<file path="src/rtl/uart_alu_interface.sv">
// Byte-level control stage: collects A, B and opcode bytes from the UART receiver, presents them to the ALU,
// and hands the result to the UART transmitter. Optional inter-byte timeout is enabled by defining IFACE_TIMEOUT_EN.
module uart_alu_interface #(
    parameter int DATA_WIDTH     = 8,
    parameter int OP_WIDTH       = 6,
    parameter int TIMEOUT_CYCLES = 1_000_000
) (
    input  logic                  clk,
    input  logic                  reset,
    input  logic                  i_rx_done_bit,
    input  logic [DATA_WIDTH-1:0] i_rx_data_byte,
    input  logic [DATA_WIDTH-1:0] i_alu_result,
    input  logic                  i_tx_done_bit,
    output logic [DATA_WIDTH-1:0] o_alu_a,
    output logic [DATA_WIDTH-1:0] o_alu_b,
    output logic [OP_WIDTH-1:0]   o_alu_op,
    output logic [DATA_WIDTH-1:0] o_tx_data_byte,
    output logic                  o_tx_signal,
    output logic                  o_busy,
    output logic                  o_timeout
);

    typedef enum logic [2:0] {
        WAIT_A,
        WAIT_B,
        WAIT_OP,
        COMPUTE,
        SEND,
        WAIT_TX
    } state_t;

    state_t state_reg, state_next;
    logic   timeout_hit;
    logic   collecting;

    assign collecting = (state_reg == WAIT_B) || (state_reg == WAIT_OP);

`ifdef IFACE_TIMEOUT_EN
    localparam int CNT_W = (TIMEOUT_CYCLES > 1) ? $clog2(TIMEOUT_CYCLES) : 1;

    logic [CNT_W-1:0] cnt_reg;
    logic             timeout_reg;

    // A byte arriving on the terminal count still wins over the abort.
    assign timeout_hit = collecting && !i_rx_done_bit &&
                         (cnt_reg == CNT_W'(TIMEOUT_CYCLES - 1));

    always_ff @(posedge clk or posedge reset) begin
        if (reset) begin
            cnt_reg     <= '0;
            timeout_reg <= 1'b0;
        end else begin
            timeout_reg <= timeout_hit;
            if (collecting && !i_rx_done_bit && !timeout_hit)
                cnt_reg <= cnt_reg + 1'b1;
            else
                cnt_reg <= '0;
        end
    end

    assign o_timeout = timeout_reg;
`else
    assign timeout_hit = 1'b0;
    assign o_timeout   = 1'b0;
`endif

    always_ff @(posedge clk or posedge reset) begin
        if (reset)
            state_reg <= WAIT_A;
        else
            state_reg <= state_next;
    end

    always_comb begin
        state_next = state_reg;
        case (state_reg)
            WAIT_A:  if (i_rx_done_bit) state_next = WAIT_B;
            WAIT_B: begin
                if (i_rx_done_bit)    state_next = WAIT_OP;
                else if (timeout_hit) state_next = WAIT_A;
            end
            WAIT_OP: begin
                if (i_rx_done_bit)    state_next = COMPUTE;
                else if (timeout_hit) state_next = WAIT_A;
            end
            COMPUTE: state_next = SEND;
            SEND:    state_next = WAIT_TX;
            WAIT_TX: if (i_tx_done_bit) state_next = WAIT_A;
            default: state_next = WAIT_A;
        endcase
    end

    // Datapath registers load only in their own state, so late bytes never disturb a frame in flight.
    always_ff @(posedge clk or posedge reset) begin
        if (reset) begin
            o_alu_a        <= '0;
            o_alu_b        <= '0;
            o_alu_op       <= '0;
            o_tx_data_byte <= '0;
            o_tx_signal    <= 1'b0;
        end else begin
            o_tx_signal <= (state_reg == SEND);
            case (state_reg)
                WAIT_A:  if (i_rx_done_bit) o_alu_a  <= i_rx_data_byte;
                WAIT_B:  if (i_rx_done_bit) o_alu_b  <= i_rx_data_byte;
                WAIT_OP: if (i_rx_done_bit) o_alu_op <= i_rx_data_byte[OP_WIDTH-1:0];
                COMPUTE: o_tx_data_byte <= i_alu_result;
                default: ;
            endcase
        end
    end

    assign o_busy = (state_reg == COMPUTE) || (state_reg == SEND) || (state_reg == WAIT_TX);

endmodule
</file>
<file path="config.mk">
export PLATFORM = sky130hd
export DESIGN_NAME = uart_alu_interface
export DESIGN_NICKNAME = d
export VERILOG_FILES = /design/src/rtl/uart_alu_interface.sv
export SDC_FILE = /design/constraint.sdc
export NUM_CORES = 1
export LEC_CHECK = 0
export ABC_AREA = 0
export CAP_MARGIN = 20
export CORE_MARGIN = 4
export CORE_UTILIZATION = 46
export DETAILED_ROUTE_END_ITERATION = 16
export PLACE_DENSITY_LB_ADDON = 0.2
export SLEW_MARGIN = 0
export SYNTH_ARGS = -nofsm -noshare
export SYNTH_HDL_FRONTEND = slang
export SYNTH_SLANG_ARGS = --single-unit
</file>
<file path="constraint.sdc">
create_clock -name clk -period 5 [get_ports clk]
set_clock_uncertainty 0.15 [all_clocks]
set_input_delay 0.75 -clock clk [delete_from_list [all_inputs] [get_ports clk]]
set_output_delay 0.75 -clock clk [all_outputs]
set_load 0.01 [all_outputs]
</file>
# Word level (Yosys, flattened, before mapping)
# Index checks and enable logic that the tools add are counted.
[word_totals]
regBits = 34
latchBits = 0
ramBits = 0
romBits = 0
input_bits = 20
n_memories = 0
[classes]
n_addsub = 0
mul = 0
div_mod_pow = 0
order_cmp = 0
eq_ne = 9
shift = 0
muxes = 5
n_bitwise = 0
reduce_logical = 7
[ops]
columns = ["cell", "n"]
rows = [
  ["$pmux W3 S6", 1],
  ["$mux W3", 4],
  ["$ne A2 B2 Y1 const B", 4],
  ["$eq A3 B2 Y1 const B", 2],
  ["$eq A3 B3 Y1 const B", 2],
  ["$reduce_and A2 Y1", 3],
  ["$reduce_and A4 Y1", 1],
  ["$eq A3 B1 Y1 const B", 1],
  ["$logic_not A3 Y1", 1],
  ["$logic_or A1 B1 Y1", 2],
]

# Logic depth before layout (Yosys ltp)
# Gate-level depths: netlist (run 1).
[depth]
word_depth = 3
ltp_mapped = 4
depth_no_buf = 2

# Worst setup path after synthesis (run 1)
# OpenSTA, ideal clock, no wires.
[synth_timing]
path_type = "register to output"
from = "register state_reg[2]"
to = "output port o_busy"
t_arrival_ns = 0.928
path_slack_ns = 3.172
stages_incl_launch_ff = 5
path_buffers = 2
cell_sequence = "dfrtp_1 -> buf_2 -> nand3b_1 -> buf_2 -> nand2_1"
[synth_between]
elab_chain_len = 3
elab_cells_between_ends = 5
classes_between = "eq/ne (3); reduce/logical (2)"
[synth_lines]
columns = ["element", "line_no", "rtl"]
rows = [
  ["start: declaration", "32", "state_t state_reg, state_next;"],
  ["start signal: assignment", "71", "state_reg <= state_next;"],
  ["$eq A3 B2 Y1 / $eq A3 B3 Y1 (equally long branches)", "113", "assign o_busy = (state_reg == COMPUTE) || (state_reg == SEND) || (state_reg == WAIT_TX);"],
  ["$logic_or A1 B1 Y1", "113", ""],
  ["$logic_or A1 B1 Y1 (*)", "113", ""],
  ["end: declaration", "19", "output logic o_busy,"],
]
# Every way passes the cells marked *; elsewhere a longest branch is shown, timed or not.

# Final worst setup path (run 1)
# Same ends and word-level chain as after synthesis.

==> impl_metrics.toml, run 1 <==
[power]
design_power_total_mw = 1.37
p_leak_nw = 0.841
power.internal_uw = 977
power.density_mw_per_mm2 = 684
combPwrFrac_pct = 43.5
p_sw_share_pct = 28.8
seqPwrFrac_pct = 37.5
pwr-share-clk_pct = 18.9
ir_worst_vdd_mv = 0.369
switching_power_uw = 396

[route]
drtIter0Drc = 63
dr.pass1.iters = 2
vias_per_cell = 5.27
finalWirelength_mm = 2.77
vias = 917
ant_nets = 0
drc_errors = 0
wl_per_cell_um = 15.9

[global_route]
grt_use_total_pct = 15.8
grt_antenna_before_repair = 0
grt-ovfl-total = 0
grt_pass1_wl_mm = 4.87
first_global_vias = 1055
grt_max_degree = 35

[logic_synthesis]
synth_seq_cells = 34
yosysWarnings = 0
syn_nets = 109
synth-seq-area-share_pct = 61.8
synth_cell_type_count = 18
synth.area.mux_share_pct = 24.5
synth_compound_area_share_pct = 0.727
synth_xor_area_share_pct = 0
synthCells = 89
synth_area_sq_mm = 0.00138
synthAdderAreaFrac_pct = 0
synth-simple-area-share_pct = 8.73
avgSynthCellArea_sq_um = 15.5
synth_top_family_by_area = "multiplexers"

[sta]
finalCritPeriodShare_pct = 58.6
min_period_ps = 2930
finalHoldViolCount = 0
relSlewSlack_pct = 34.8
clock.fmax_ghz = 0.341
tightest_slew_ps = 964
finalSetupViolCount = 0
setup-tns-final_ps = 0
slew_violations = 0
rsz0062_at_grt = "false"

[cts]
postCtsSetupRepairBufs = 0
cts_sinks = 34
clk-insertion-delay-late_ps = 330
h-tree-depth = 2
cts_buffers = 5
holdBufCountCts = 0
clockRootBuffer = "clkbuf_4"
cts_tree = "done"
clk_pin_slew_ps = 100
cts_buffer_depth = 2
cts.repair.resized = 0

[setup_path]
path_cells = "nand3b_1 > nand2_1 > clkdlybuf4s50_1"
r2r_start = "state_reg[1]"
crit_path_end_kind = "output port"
r2r_slack_ps = 2920
worstPathMaxFanout = 10
path_class = "flip-flop to output port"
critPathTopFamily = "simple AND/OR/NAND/NOR gates"
max_stage_delay_ps = 550
cp_slowest_cell = "clkdlybuf4s50_1"
required_ps = 4100
crit_arrival_ps = 2030
path_depth = 3
crit_path_start = "state_reg[2]"
crit_buf_inv = 1
reg2reg_to = "o_alu_b[3]"
reg2reg_depth = 2
setup.worst_path.end = "o_busy"
start_kind = "flip-flop"

[layout]
nFillCells = 202
fin_nets = 162
mostFrequentLayoutCell = "clkdlybuf4s50_1"
layout_common_cells = "clkdlybuf4s50_1 (51), dfrtp_1 (34), mux2_2 (30)"
antenna_cells = 0
drive_gt1_share_pct = 29.4
area_growth_pct = 45.9
top_regs = "o_alu_a: 8 flops, o_alu_b: 8 flops, o_tx_data_byte: 8 flops"

[floorplan]
die-area_sq_mm = 0.00393
io_pins = 53
rows = 19
fp.dieW_um = 62.7
core_sq_mm = 0.00281
start_util_pct = 49.1
die_h_um = 62.7

[run_status]
outcome = "finished clean"

[placed_design]
gp_congestion = 0.710
io_buffers = 51
dp_hpwl_mm = 2.05

[run]
cap_violations = 0

[worst_hold_path]
worst_hold_path_type = "flip-flop to flip-flop"
how the worst min path moves through the flow:
stage                                 start                 to  cells past startpoint
after floorplan                state_reg[0]        o_tx_signal                      2
after global placement    o_tx_data_byte[2]  o_tx_data_byte[2]                      1
after detailed placement         o_alu_b[7]         o_alu_b[7]                      1
after CTS                 o_tx_data_byte[6]  o_tx_data_byte[6]                      1
after global routing      o_tx_data_byte[6]  o_tx_data_byte[6]                      1
final                     o_tx_data_byte[6]  o_tx_data_byte[6]                      1
metal layers:
layer	GRT usage, %	up-vias	wire length, um
met3	5.94	8	147
met2	27.0	27	1420
met4	6.06	0	46
li1	-	418	-
met5	0	-	0
met1	17.9	464	1150
power groups by stage:
| stage | Combinational [mW] | Clock [mW] | Sequential (mW) |
|---|---|---|---|
| floorplan | 0.270 | 0 | 0.543 |
| global placement | 0.596 | 0 | 0.512 |
| detailed placement | 0.606 | 0 | 0.521 |
| CTS | 0.608 | 0.266 | 0.517 |
| global route | 0.643 | 0.277 | 0.539 |
| finish | 0.598 | 0.260 | 0.515 |
cell usage after synthesis:
master    number  area, sq um
nor3b_1        3         22.5
and2_1         1         6.26
mux2_2        30          338
buf_4          1         7.51
nor4bb_1       2         20.0
conb_1         1         3.75
buf_2          4         20.0
nand2b_1       2         12.5
dfrtp_1       34          851
a21oi_1        1         5.00
buf_6          2         22.5
inv_1          1         3.75
nor4b_1        1         8.76
or4_1          1         7.51
o21ai_0        1         5.00
nand2_1        1         3.75
nor4b_4        1         23.8
nand3b_1       2         15.0
worst register-to-register path: cells and delay by family (launching register included):
kind,cells,cell delay [ps]
multiplexers,1,410
AND/OR/NAND/NOR,1,900
flip-flops,1,520
per-stage QoR:
| step | hold slack, ps | area [sq um] | cells | utilization [%] | setup slack (ps) |
|---|---|---|---|---|---|
| global route | 385 | 2010 | 174 | 71.6 | 1890 |
| global placement | 338 | 1900 | 166 | 67.6 | 2140 |
| CTS | 366 | 2010 | 174 | 71.6 | 2030 |
| finish | 359 | 2010 | 174 | 71.6 | 2070 |
| detailed placement | 347 | 1900 | 166 | 67.6 | 2090 |
| floorplan | 388 | 1380 | 89 | - | 3170 |
cell type report:
class / count / area [sq um] / area share [%]
multi-input combinational: 47 / 478 / 23.8
clock inverter: 2 / 60.1 / 2.99
timing repair buffer: 53 / 526 / 26.2
clock buffer: 6 / 51.3 / 2.55
sequential: 34 / 851 / 42.4
tap: 31 / 38.8 / 1.93
inverter: 1 / 3.75 / 0.187
kinds of logic after synthesis:
family          count (synthesis)
flops                          34
mux                            30
simple gates                   14
buf+inv                         8
compound gates                  2
other cells                     1
No activity file was read; power rests on OpenSTA's default activity.
==> run 2, diff against run 1 <==
--- a/config.mk
+++ b/config.mk
@@ -8,7 +8,7 @@
 export ABC_AREA = 0
 export CAP_MARGIN = 20
 export CORE_MARGIN = 4
-export CORE_UTILIZATION = 46
+export CORE_UTILIZATION = 39
 export DETAILED_ROUTE_END_ITERATION = 16
 export PLACE_DENSITY_LB_ADDON = 0.2
 export SLEW_MARGIN = 0
==> constraint.sdc (replaced) <==
create_clock -name clk -period 2.6 [get_ports clk]
set_clock_uncertainty 0.15 [all_clocks]
set_input_delay 0.39 -clock clk [delete_from_list [all_inputs] [get_ports clk]]
set_output_delay 0.39 -clock clk [all_outputs]
set_load 0.01 [all_outputs]
==> run 2 against run 1 <==
Cell count increased by 10%. Via count is 2.5% lower. Flip-flop and latch count unchanged. Sequential power up 91%. Critical path type unchanged. Combinational power grew 96%. Sequential share of layout area rose by 0.21 points. Largest cell class unchanged. Final area down 0.50%. Count of clock-buffer cells in the layout up 1.
==> impl_metrics.toml, run 2 (synthesis results as in run 1) <==
[layout]
multi_input_area_sq_um = 478
antenna_cells = 0
nFillCells = 300
drive_gt1_share_pct = 30.1
area_growth_pct = 45.2
regArea_sq_um = 851
fin_nets = 165
top_regs = "o_alu_a: 8 flops, o_alu_b: 8 flops, o_tx_data_byte: 8 flops"
mostFrequentLayoutCell = "clkdlybuf4s50_1"
layout_common_cells = "clkdlybuf4s50_1 (51), dfrtp_1 (34), mux2_2 (30)"

[cts]
holdBufCountCts = 0
cts.repair.resized = 0
cts_buffers = 5
postCtsSetupRepairBufs = 0
h-tree-depth = 2
clk-insertion-delay-late_ps = 320
cts_tree = "done"
cts_sinks = 34
cts_buffer_depth = 2
clockRootBuffer = "clkbuf_4"
clk_pin_slew_ps = 100

[power]
design_power_total_mw = 2.46
power.density_mw_per_mm2 = 1230
ir_worst_vdd_mv = 0.629
p_leak_nw = 0.833

[route]
drc_errors = 0
wl_met3_um = 157
wl_per_cell_um = 14.8
dr.pass1.iters = 4
drtIter0Drc = 30
ant_nets = 0
wl_met1_mm = 1.23
vias_per_cell = 4.66
wl_met2_mm = 1.44
vias = 894
highest_layer = "met4"
finalWirelength_mm = 2.85

[placed_design]
gp_congestion = 0.715
dp_hpwl_mm = 2.09
io_buffers = 51

[setup_path]
worstPathMaxFanout = 10
path_class = "flip-flop to output port"
max_stage_delay_ps = 540
path_cells = "nand3b_1 > nand2_1 > clkdlybuf4s50_1"
start_kind = "flip-flop"
cp_slowest_cell = "clkdlybuf4s50_1"
required_ps = 2060
reg2reg_depth = 3
crit_path_end_kind = "output port"
path_depth = 3
crit_arrival_ps = 1720
crit_buf_inv = 1
critPathTopFamily = "buffers and inverters"

[floorplan]
fp.dieW_um = 67.4
die-area_sq_mm = 0.00454
die_h_um = 67.4
start_util_pct = 40.9
rows = 21
io_pins = 53
core_sq_mm = 0.00336

[global_route]
grt_use_total_pct = 14.3
first_global_vias = 953
grt_pass1_wl_mm = 4.66
grt-ovfl-total = 0
grt_max_degree = 35
grt_antenna_before_repair = 0

[sta]
clock.fmax_ghz = 0.442
finalCritPeriodShare_pct = 87.0
setup-tns-final_ps = 0
whs_ps = 322
slew_violations = 0
finalSetupViolCount = 0
finalHoldViolCount = 0
min_period_ps = 2260
rsz0062_at_grt = "false"

[worst_hold_path]
worst_hold_path_type = "primary input to async pin"

[run_status]
outcome = "finished clean"

[run]
cap_violations = 0
==> run 2: cell types whose count changed in the layout (fill, tap and decap cells not counted), sizes merged <==
cell,delta
bufinv,-2
clkinv,+1
buf,+3
clkbuf,+1
==> run 2: final timing paths <==
kind / from / to / slack, ps
setup / recovery: state_reg[2] / o_busy / 340
hold / removal: reset / o_tx_data_byte[3] / 320
setup reg to reg: state_reg[0] / o_alu_a[7] / 810
hold reg to reg: o_tx_data_byte[1] / o_tx_data_byte[1] / 360
max in group asynchronous: reset / o_alu_op[3] / 1680
min in group clk: o_tx_data_byte[1] / o_tx_data_byte[1] / 360
==> run 2: cell type report <==
class / instances / area share (%)
clock inverters: 1 / 0.250
repair buffers: 56 / 27.4
clock buffers: 7 / 2.76
inverters: 1 / 0.188
flip-flops and latches: 34 / 42.6
multi-input cells: 47 / 23.9
well taps: 46 / 2.88
==> run 2: layer usage <==
metal	vias to the layer above	global-route usage (%)
li1	424	-
met1	442	17.5
met2	24	22.0
met3	4	5.99
met4	0	6.08
met5	-	0
==> run 2: worst register-to-register path: stages, from the launching register on <==
cell     delay, ps
dfrtp_1        500
nor4b_4        490
buf_4          220
mux2_2         330
==> run 2: metrics by stage <==
stage          std cells  setup WS, ps  util [%]  cell area (sq um)
2_1_floorplan         89          1010         -               1380
3_3_place_gp         184           505      57.6               1940
3_5_place_dp         184           425      57.6               1940
4_1_cts              192           335      59.4               2000
5_1_grt              192           244      59.4               2000
6_report             192           338      59.4               2000
==> run 2: power breakdown <==
| part | switching (mW) | internal [mW] |
|---|---|---|
| clock | 0.170 | 0.131 |
| sequential | 0.188 | 0.797 |
| combinational | 0.399 | 0.776 |
| total | 0.756 | 1.70 |
==> run 3, diff against run 2 <==
--- a/config.mk
+++ b/config.mk
@@ -11,6 +11,7 @@
 export CORE_UTILIZATION = 39
 export DETAILED_ROUTE_END_ITERATION = 16
 export PLACE_DENSITY_LB_ADDON = 0.2
+export REMOVE_ABC_BUFFERS = 1
 export SLEW_MARGIN = 0
 export SYNTH_ARGS = -nofsm -noshare
 export SYNTH_HDL_FRONTEND = slang
==> run 3 against run 2 <==
Hold slack got worse by 11 ps. Routed wire length fell by 0.18%. Fmax rose by 1.5%. Register-to-register slack got worse by 40 ps. Total power fell by 1.3%. Critical path type unchanged.
==> impl_metrics.toml, run 3 (synthesis results as in run 1) <==
[floorplan]
rows = 21
io_pins = 53
fp.dieW_um = 67.4
start_util_pct = 40.9
core_sq_mm = 0.00336
die-area_sq_mm = 0.00454
die_h_um = 67.4

[setup_path]
worstPathMaxFanout = 10
crit_buf_inv = 1
cp_slowest_cell = "clkdlybuf4s50_1"
setup.worst_path.end = "o_busy"
max_stage_delay_ps = 540
crit_path_start = "state_reg[2]"
reg2reg_depth = 2
path_cells = "nand3b_1 > nand2_1 > clkdlybuf4s50_1"
crit_path_end_kind = "output port"
path_depth = 3
path_class = "flip-flop to output port"
r2r_slack_ps = 770
required_ps = 2060
critPathTopFamily = "buffers and inverters"
reg2reg_to = "o_alu_a[3]"
start_kind = "flip-flop"
crit_arrival_ps = 1690
r2r_start = "state_reg[0]"

[route]
vias_per_cell = 4.65
drtIter0Drc = 49
dr.pass1.iters = 4
drc_errors = 0
wl_per_cell_um = 14.9
ant_nets = 0
finalWirelength_mm = 2.84
vias = 888

[sta]
relSlewSlack_pct = 58.1
min_period_ps = 2230
whs_ps = 311
finalCritPeriodShare_pct = 85.7
finalHoldViolCount = 0
setup-tns-final_ps = 0
slew_violations = 0
finalWorstSetupSlack_ps = 371
rsz0062_at_grt = "false"
finalSetupViolCount = 0
clock.fmax_ghz = 0.449
tightest_slew_ps = 626

[power]
seqPwrFrac_pct = 40.8
switching_power_uw = 759
power.density_mw_per_mm2 = 1220
pwr-share-clk_pct = 10.8
power.internal_mw = 1.67
p_leak_nw = 0.828
p_sw_share_pct = 31.3
combPwrFrac_pct = 48.4
ir_worst_vdd_mv = 0.603

[run_status]
outcome = "finished clean"

[layout]
fin_area_sq_mm = 0.00199
fin_cells = 191
regArea_sq_um = 851
mostFrequentLayoutCell = "clkdlybuf4s50_1"
drive_gt1_share_pct = 30.3
nFillCells = 295
top_regs = "o_alu_a: 8 flops, o_alu_b: 8 flops, o_tx_data_byte: 8 flops"
fin_nets = 165
antenna_cells = 0
multi_input_area_sq_um = 478
area_growth_pct = 44.3
layout_common_cells = "clkdlybuf4s50_1 (51), dfrtp_1 (34), mux2_2 (30)"

[placed_design]
placed_area_sq_mm = 0.00194
io_buffers = 51
pre_cts_ws_ps = 360
gp_congestion = 0.690
dp_hpwl_mm = 2.15
dpl.cell_count = 184

[run]
cap_violations = 0

[cts]
holdBufCountCts = 0
cts_buffer_depth = 2
cts_sinks = 34
h-tree-depth = 2
clk-insertion-delay-late_ps = 320
cts_tree = "done"
cts_buffers = 5
postCtsSetupRepairBufs = 0
cts.repair.resized = 0
clk_pin_slew_ps = 100
clockRootBuffer = "clkbuf_4"

[worst_hold_path]
worst_hold_path_type = "primary input to async pin"

[global_route]
grt-ovfl-total = 0
first_global_vias = 978
grt_use_total_pct = 13.8
grt_max_degree = 35
grt_antenna_before_repair = 0
grt_pass1_wl_mm = 4.63
run 3: layer usage:
layer	global-route usage (%)	up-vias	routed length [um]
met5	0	-	0
met1	16.8	442	1160
met2	23.1	21	1530
met4	5.32	0	25
met3	3.99	4	126
li1	-	421	-
run 3: worst min-delay path: stages:
cell and delay, ps:
clkdlybuf4s50_1 400, inv_1 50, buf_4 370
run 3: cell type report:
class	instances	area share (%)
Clock inverter	2	0.504
Inverter	1	0.189
Multi-Input combinational cell	47	24.1
Timing Repair Buffer	56	27.6
Tap cell	46	2.90
Sequential cell	34	42.8
Clock buffer	5	1.89
run 3: power groups by stage:
stage	sequential (mW)	clock, mW	combinational (mW)
floorplan	1.09	0	0.422
detailed placement	1.00	0	1.20
global placement	0.983	0	1.18
finish	0.990	0.263	1.18
CTS	0.996	0.276	1.20
global route	1.03	0.298	1.26
run 3: worst min-delay path by stage:
stage / start / end / slack (ps) / cells after the start
floorplan: reset / o_alu_a[0] / 380 / 1
global placement: o_tx_data_byte[6] / o_tx_data_byte[6] / 340 / 1
detailed placement: o_tx_data_byte[7] / o_tx_data_byte[7] / 340 / 1
CTS: reset / o_alu_a[0] / 320 / 3
global route: reset / state_reg[1] / 340 / 3
finish: reset / o_tx_data_byte[7] / 310 / 3
run 3: through the flow:
stage / utilization [%] / total power [mW]
after floorplan: - / 1.51
after global placement: 57.6 / 2.16
after detailed placement: 57.6 / 2.20
after CTS: 59.0 / 2.47
after global routing: 59.0 / 2.59
final: 59.0 / 2.43
